<file path="src/rtl/pov_pkg.sv">
// Shared constants, the index-width helper and the scan-direction type
// used by the POV receiver sequencer.
package pov_pkg;

    localparam int POV_BITS_PER_CHAR  = 8;
    localparam int POV_CHARS_PER_STR  = 12;
    localparam int POV_STRS_PER_FRAME = 4;

    // A modulo-1 counter still needs one bit of storage.
    function automatic int pov_width(input int n);
        int w;
        w = $clog2(n);
        return (w < 1) ? 1 : w;
    endfunction

    typedef enum logic {
        SCAN_DOWN = 1'b0,
        SCAN_UP   = 1'b1
    } scan_dir_e;

endpackage

</file>
<file path="src/rtl/pov_wrap_counter.sv">
// Modulo-N counter with enable, run-time direction, synchronous load to the
// start value and a registered one-cycle wrap pulse.
module pov_wrap_counter
    import pov_pkg::*;
#(
    parameter int N = 8,
    localparam int W = pov_width(N)
) (
    input  logic         clk_2,
    input  logic         reset,
    input  logic         load,
    input  logic         en,
    input  logic         dir,
    input  logic         next_dir,
    output logic [W-1:0] cnt,
    output logic         wrap
);

    localparam logic [W-1:0] LAST = W'(N - 1);

    logic [W-1:0] start_val;
    logic         at_end;

    // next_dir picks the restart point, so a wrap can also switch direction.
    always_comb begin
        start_val = (next_dir == SCAN_UP) ? '0 : LAST;
        at_end    = (dir == SCAN_UP) ? (cnt == LAST) : (cnt == '0);
    end

    always_ff @(posedge clk_2) begin
        if (reset || load) begin
            cnt  <= start_val;
            wrap <= 1'b0;
        end else begin
            wrap <= en & at_end;
            if (en) begin
                if (at_end)
                    cnt <= start_val;
                else if (dir == SCAN_UP)
                    cnt <= cnt + 1'b1;
                else
                    cnt <= cnt - 1'b1;
            end
        end
    end

endmodule

</file>
<file path="src/rtl/pov_scan_counter.sv">
// Bit / character / line sequencer for the POV receiver: three cascaded
// wrap counters plus the direction register applied at each string boundary.
module pov_scan_counter
    import pov_pkg::*;
#(
    parameter int BITS_PER_CHAR  = POV_BITS_PER_CHAR,
    parameter int CHARS_PER_STR  = POV_CHARS_PER_STR,
    parameter int STRS_PER_FRAME = POV_STRS_PER_FRAME,
    localparam int BW = pov_width(BITS_PER_CHAR),
    localparam int CW = pov_width(CHARS_PER_STR),
    localparam int LW = pov_width(STRS_PER_FRAME)
) (
    input  logic          clk_2,
    input  logic          reset,
    input  logic          WriteChar,
    input  logic          WriteString,
    input  logic          scan_dir,
    input  logic          frame_sync,
    output logic [BW-1:0] bit_idx,
    output logic [CW-1:0] char_idx,
    output logic [LW-1:0] line_idx,
    output logic          char_done,
    output logic          str_done,
    output logic          frame_done,
    output logic          dir_q
);

    logic char_last;
    logic char_wrap;

    assign char_last = (dir_q == SCAN_UP) ? (char_idx == CW'(CHARS_PER_STR - 1))
                                          : (char_idx == '0);
    assign char_wrap = WriteString & char_last;

    // A new direction only takes hold where a fresh string starts.
    always_ff @(posedge clk_2) begin
        if (reset || frame_sync)
            dir_q <= scan_dir;
        else if (char_wrap)
            dir_q <= scan_dir;
    end

    pov_wrap_counter #(.N(BITS_PER_CHAR)) u_bit_cnt (
        .clk_2    (clk_2),
        .reset    (reset),
        .load     (frame_sync | ~WriteChar),
        .en       (WriteChar),
        .dir      (SCAN_DOWN),
        .next_dir (SCAN_DOWN),
        .cnt      (bit_idx),
        .wrap     (char_done)
    );

    pov_wrap_counter #(.N(CHARS_PER_STR)) u_char_cnt (
        .clk_2    (clk_2),
        .reset    (reset),
        .load     (frame_sync),
        .en       (WriteString),
        .dir      (dir_q),
        .next_dir (scan_dir),
        .cnt      (char_idx),
        .wrap     (str_done)
    );

    pov_wrap_counter #(.N(STRS_PER_FRAME)) u_line_cnt (
        .clk_2    (clk_2),
        .reset    (reset),
        .load     (frame_sync),
        .en       (char_wrap),
        .dir      (SCAN_UP),
        .next_dir (SCAN_UP),
        .cnt      (line_idx),
        .wrap     (frame_done)
    );

endmodule
</file>
<file path="config.mk">
export PLATFORM = sky130hd
export DESIGN_NAME = pov_scan_counter
export DESIGN_NICKNAME = d
export VERILOG_FILES = /design/src/rtl/pov_pkg.sv /design/src/rtl/pov_wrap_counter.sv /design/src/rtl/pov_scan_counter.sv
export SDC_FILE = /design/constraint.sdc
export NUM_CORES = 1
export LEC_CHECK = 0
export BUFFER_PORTS_ARGS = -buffer_cell sky130_fd_sc_hd__buf_2
export CORE_ASPECT_RATIO = 0.75
export CORE_UTILIZATION = 36
export DETAILED_ROUTE_END_ITERATION = 8
export PLACE_DENSITY = 0.63
export RECOVER_POWER = 50
export SLEW_MARGIN = 10
export SYNTH_ARGS = -nofsm -noshare
export SYNTH_HDL_FRONTEND = slang
export SYNTH_SLANG_ARGS = --single-unit
</file>
<file path="constraint.sdc">
create_clock -name clk_2 -period 1.7 [get_ports clk_2]
set_clock_uncertainty 0.15 [all_clocks]
set_input_delay 0.085 -clock clk_2 [delete_from_list [all_inputs] [get_ports clk_2]]
set_output_delay 0.085 -clock clk_2 [all_outputs]
set_load 0.02 [all_outputs]
</file>
==> impl_metrics.csv <==
group,metric,value,unit
final_layout,design_area,928,um^2
floorplanning,die-area,1960,um^2
place,placed_cell_area,827,um^2
synthesis,post_synthesis_sequential_element_count,13,
place,buffer_ports.inserted,18,
grt,grt-ovfl-total,0,
sta,worst_slew_margin_rel,83.0,%
final_layout,fin_nets,108,
place,preCtsSetupSlack,-0.102,ns
power_and_ir_drop,power.ir.vdd_worst,0.549,mV
setup_path,cp_data_arrival_time,1.81,ns
sta,period_minus_slack,1.80,ns
synthesis,synth.top_cell.area_share,24.9,%
setup_path,critical_path.startpoint_type,"register",
floorplanning,die_width,50.8,um
floorplanning,core_region_area,1580,um^2
detailed_routing,routed-via-count,537,
setup_path,reg2reg_depth,5,
synthesis,synthesis.area,643,um^2
setup_path,cp_data_required_time,1.72,ns
sta,setup_tns,-0.539,ns
grt,grt_max_degree,9,
sta,final-hold-violation-count,0,
detailed_routing,met2RoutedLength,601,um
power_and_ir_drop,cellLeakagePower,0.427,nW
synthesis,synth_area_leader_cell,"sky130_fd_sc_hd__dfxtp_1",
cts,clk_root_buffer_cell,"sky130_fd_sc_hd__clkbuf_4",
sta,max_clock_freq,0.556,GHz
detailed_routing,dr_wl_met3,74,um
grt,grt_pass1_wl,2.13,mm
setup_path,endpoint_kind,"register",
floorplanning,floorplan.io_pins,19,
cts,clkSinkCount,13,
status,run_status,"finished with violations",
synthesis,synthesis.area_per_instance,11.1,um^2
run,maxCapViolations,0,
synthesis,synth.yosys.seq_area_share,48.2,%
cts,number_of_buffers_created_by_cts,3,
setup_path,worstPathCellList,"or4_4 > a21oi_4 > nand2_2 > buf_6 > mux2i_2",
setup_path,timing.setup.critical_path_class,"reg -> reg",
synthesis,postSynthCellCount,58,
detailed_routing,top_layer_used,"met4",
cts,worstSkewPairLatency,0.27,ns
floorplanning,core.rowCount,12,
status,violations,"negative setup slack",
sta,rsz_0062_raised_after_global_routing,"true",
cts,cts.reportedPaths.clkPinSlew,0.08,ns
setup_path,cpMaxStageDelayCell,"sky130_fd_sc_hd__or4_4",
sta,finalSetupViolations,8,
final_layout,area.sequential,310,um^2
detailed_routing,drt_first_pass_iters,3,
detailed_routing,drt_wl_total,1.35,mm
worst_hold_path,min_to,"u_bit_cnt.cnt[0]$_SDFFE_PP1P_",
place,gp_congestion,0.775,
synthesis,synth.distinct_cells,23,
power_and_ir_drop,p_total,0.783,mW
final_layout,syn2layout_area_growth,44.4,%
detailed_routing,drt-vias-per-instance,4.63,
detailed_routing,drt-met1-wl,664,um
sta,final_min_period_over_clock_period,106,%
setup_path,critical_r2r_capture,"u_line_cnt.cnt[0]$_SDFFE_PP0P_",
detailed_routing,count_of_unresolved_drc_violations_after_routing,0,
setup_path,worst_path_dominant_cell_family,"simple AND/OR/NAND/NOR gates",
cts,cts-root-to-sink-buffers,2,
cts,tritoncts_clock_tree,"yes",
worst_hold_path,min_path_type,"reg -> reg",
grt,grt_antenna_before_repair,0,
floorplanning,dieHeight,38.6,um
grt,grtUsageTotal,16.4,%
worst_hold_path,hold-path-cell-count,1,
floorplanning,initial_core_util,40.8,%
final_layout,post_route_cells_drive_above_1_share,31.6,%
sta,worst_slack_setup_final,-0.0978,ns
final_layout,fillCellCount,155,
final_layout,num_antenna_cells,0,
setup_path,worstPathBufferInverterCount,1,
sta,number_of_max_slew_violations_in_the_final_report,0,
detailed_routing,route.antenna.remaining_nets,0,
worst_hold_path,min_from,"u_bit_cnt.cnt[0]$_SDFFE_PP1P_",
setup_path,crit-reg2reg-launch,"u_char_cnt.cnt[0]$_DFFE_PP_",
detailed_routing,wire_per_inst,11.6,um
power_and_ir_drop,power_density,843,nW/um^2
setup_path,regToRegSetupSlack,-0.1,ns
setup_path,slowest_delay,0.56,ns
setup_path,crit_path_max_fanout,4,
synthesis,synth_warnings,0,
synthesis,syn_nets,70,
place,place_hpwl,1.05,mm
sta,worst_pin_slew,0.253,ns
synthesis,post_synth_main_area_contributors,"sky130_fd_sc_hd__dfxtp_1 25%, sky130_fd_sc_hd__edfxtp_1 23%, sky130_fd_sc_hd__ha_1 9.7%, sky130_fd_sc_hd__mux2i_1 7.8%, sky130_fd_sc_hd__nand2_1 4.7%",
grt,via_count_of_the_first_global_routing_pass,469,
cts,h-tree-depth,1,
detailed_routing,drt_iter0_drc,12,
final_layout,multi_input_logic_area,340,um^2
worst register-to-register path, delay by kind of cell, from the launching register on:
kind | cells | cell delay (ns)
AND/OR/NAND/NOR | 2 | 0.65
flip-flops | 1 | 0.40
AO/OA/AOI/OAI | 1 | 0.23
multiplexers | 1 | 0.14
buffers and inverters | 1 | 0.14
placed cells by master (no fill, tap or decap), types with 2 or more instances in the layout:
cell	instances
sky130_fd_sc_hd__a21oi_1	2
sky130_fd_sc_hd__dlygate4sd3_1	5
sky130_fd_sc_hd__nor2_1	2
sky130_fd_sc_hd__edfxtp_1	5
sky130_fd_sc_hd__clkbuf_4	3
sky130_fd_sc_hd__buf_4	9
sky130_fd_sc_hd__ha_1	5
sky130_fd_sc_hd__clkbuf_1	11
sky130_fd_sc_hd__buf_2	7
sky130_fd_sc_hd__mux2i_1	4
sky130_fd_sc_hd__nand2_1	8
sky130_fd_sc_hd__inv_1	5
sky130_fd_sc_hd__dfxtp_1	8
area by class of cell:
type	instances	share of cell area [%]
Clock buffer	3	2.43
Clock inverter	1	0.539
Inverter	5	2.02
Multi-Input combinational cell	40	36.7
Sequential cell	13	33.4
Tap cell	21	2.83
Timing Repair Buffer	33	22.1
Yosys cell counts (all sizes together):
| cell type | number |
|---|---|
| nand4 | 1 |
| edfxtp | 5 |
| a21o | 1 |
| xor2 | 1 |
| nor3 | 3 |
| inv | 5 |
| nor2 | 2 |
| and4 | 1 |
| xnor2 | 2 |
| or4 | 1 |
| dfxtp | 8 |
| or2 | 1 |
| or3 | 1 |
| nor3b | 1 |
| ha | 5 |
| nand2 | 9 |
| fa | 1 |
| a21oi | 4 |
| mux2i | 5 |
| nor4 | 1 |
cell families after synthesis:
family                     Yosys count  share of synthesized area [%]
and+or+nand+nor                     21                           18.1
DFF                                 13                           48.2
adders and majority gates            6                           12.8
AOI/OAI and AO/OA                    5                           6.03
buffers and inverters                5                           2.92
muxes                                5                           7.78
xor gates and xnor gates             3                           4.09
power breakdown:
| part | switching [mW] | total, mW | internal (mW) |
|---|---|---|---|
| logic | 0.120 | 0.234 | 0.114 |
| registers | 0.0122 | 0.358 | 0.346 |
| clock network | 0.104 | 0.191 | 0.0871 |
| total | 0.236 | 0.783 | 0.547 |
registers in the layout, summed over array words and instances (netlist names):
name,count
dir_q,1
u_bit_cnt.wrap,1
u_bit_cnt.cnt,3
u_line_cnt.wrap,1
u_char_cnt.wrap,1
u_char_cnt.cnt,4
u_line_cnt.cnt,2
metrics by stage:
| stage | utilization [%] | hold slack, ns | cells |
|---|---|---|---|
| floorplan | - | 0.0118 | 58 |
| global placement | 52.5 | 0.169 | 106 |
| finish | 58.9 | 0.296 | 116 |
| CTS | 58.3 | 0.300 | 115 |
| global route | 58.9 | 0.316 | 116 |
| detailed placement | 52.5 | 0.168 | 106 |
metal layers:
metal | global-route usage [%] | vias up
li1 | - | 279
met1 | 21.0 | 239
met2 | 24.3 | 17
met3 | 7.06 | 2
met4 | 6.25 | 0
met5 | 0 | -
repair_timing:
action                                 CTS  global route
hold buffers                             5             0
resized for setup                        3             3
setup buffers                            0             1
setup endpoints to repair                7             8
endpoints found under the hold margin    7             0
pin swaps                                3             5
worst max path at each step:
| stage | start | to | slack, ns | cells after the start |
|---|---|---|---|---|
| detailed placement | dir_q$_DFFE_PP_ | u_char_cnt.cnt[3]$_DFFE_PP_ | -0.10 | 4 |
| global placement | u_char_cnt.cnt[1]$_DFFE_PP_ | u_char_cnt.cnt[3]$_DFFE_PP_ | -0.06 | 5 |
| finish | u_char_cnt.cnt[0]$_DFFE_PP_ | u_line_cnt.cnt[0]$_SDFFE_PP0P_ | -0.1 | 5 |
| CTS | dir_q$_DFFE_PP_ | u_char_cnt.cnt[3]$_DFFE_PP_ | -0.10 | 4 |
| floorplan | u_char_cnt.cnt[0]$_DFFE_PP_ | dir_q$_DFFE_PP_ | -0.19 | 4 |
| global route | u_char_cnt.cnt[0]$_DFFE_PP_ | u_line_cnt.cnt[0]$_SDFFE_PP0P_ | -0.15 | 5 |
No activity file was read; power rests on OpenSTA's default activity.
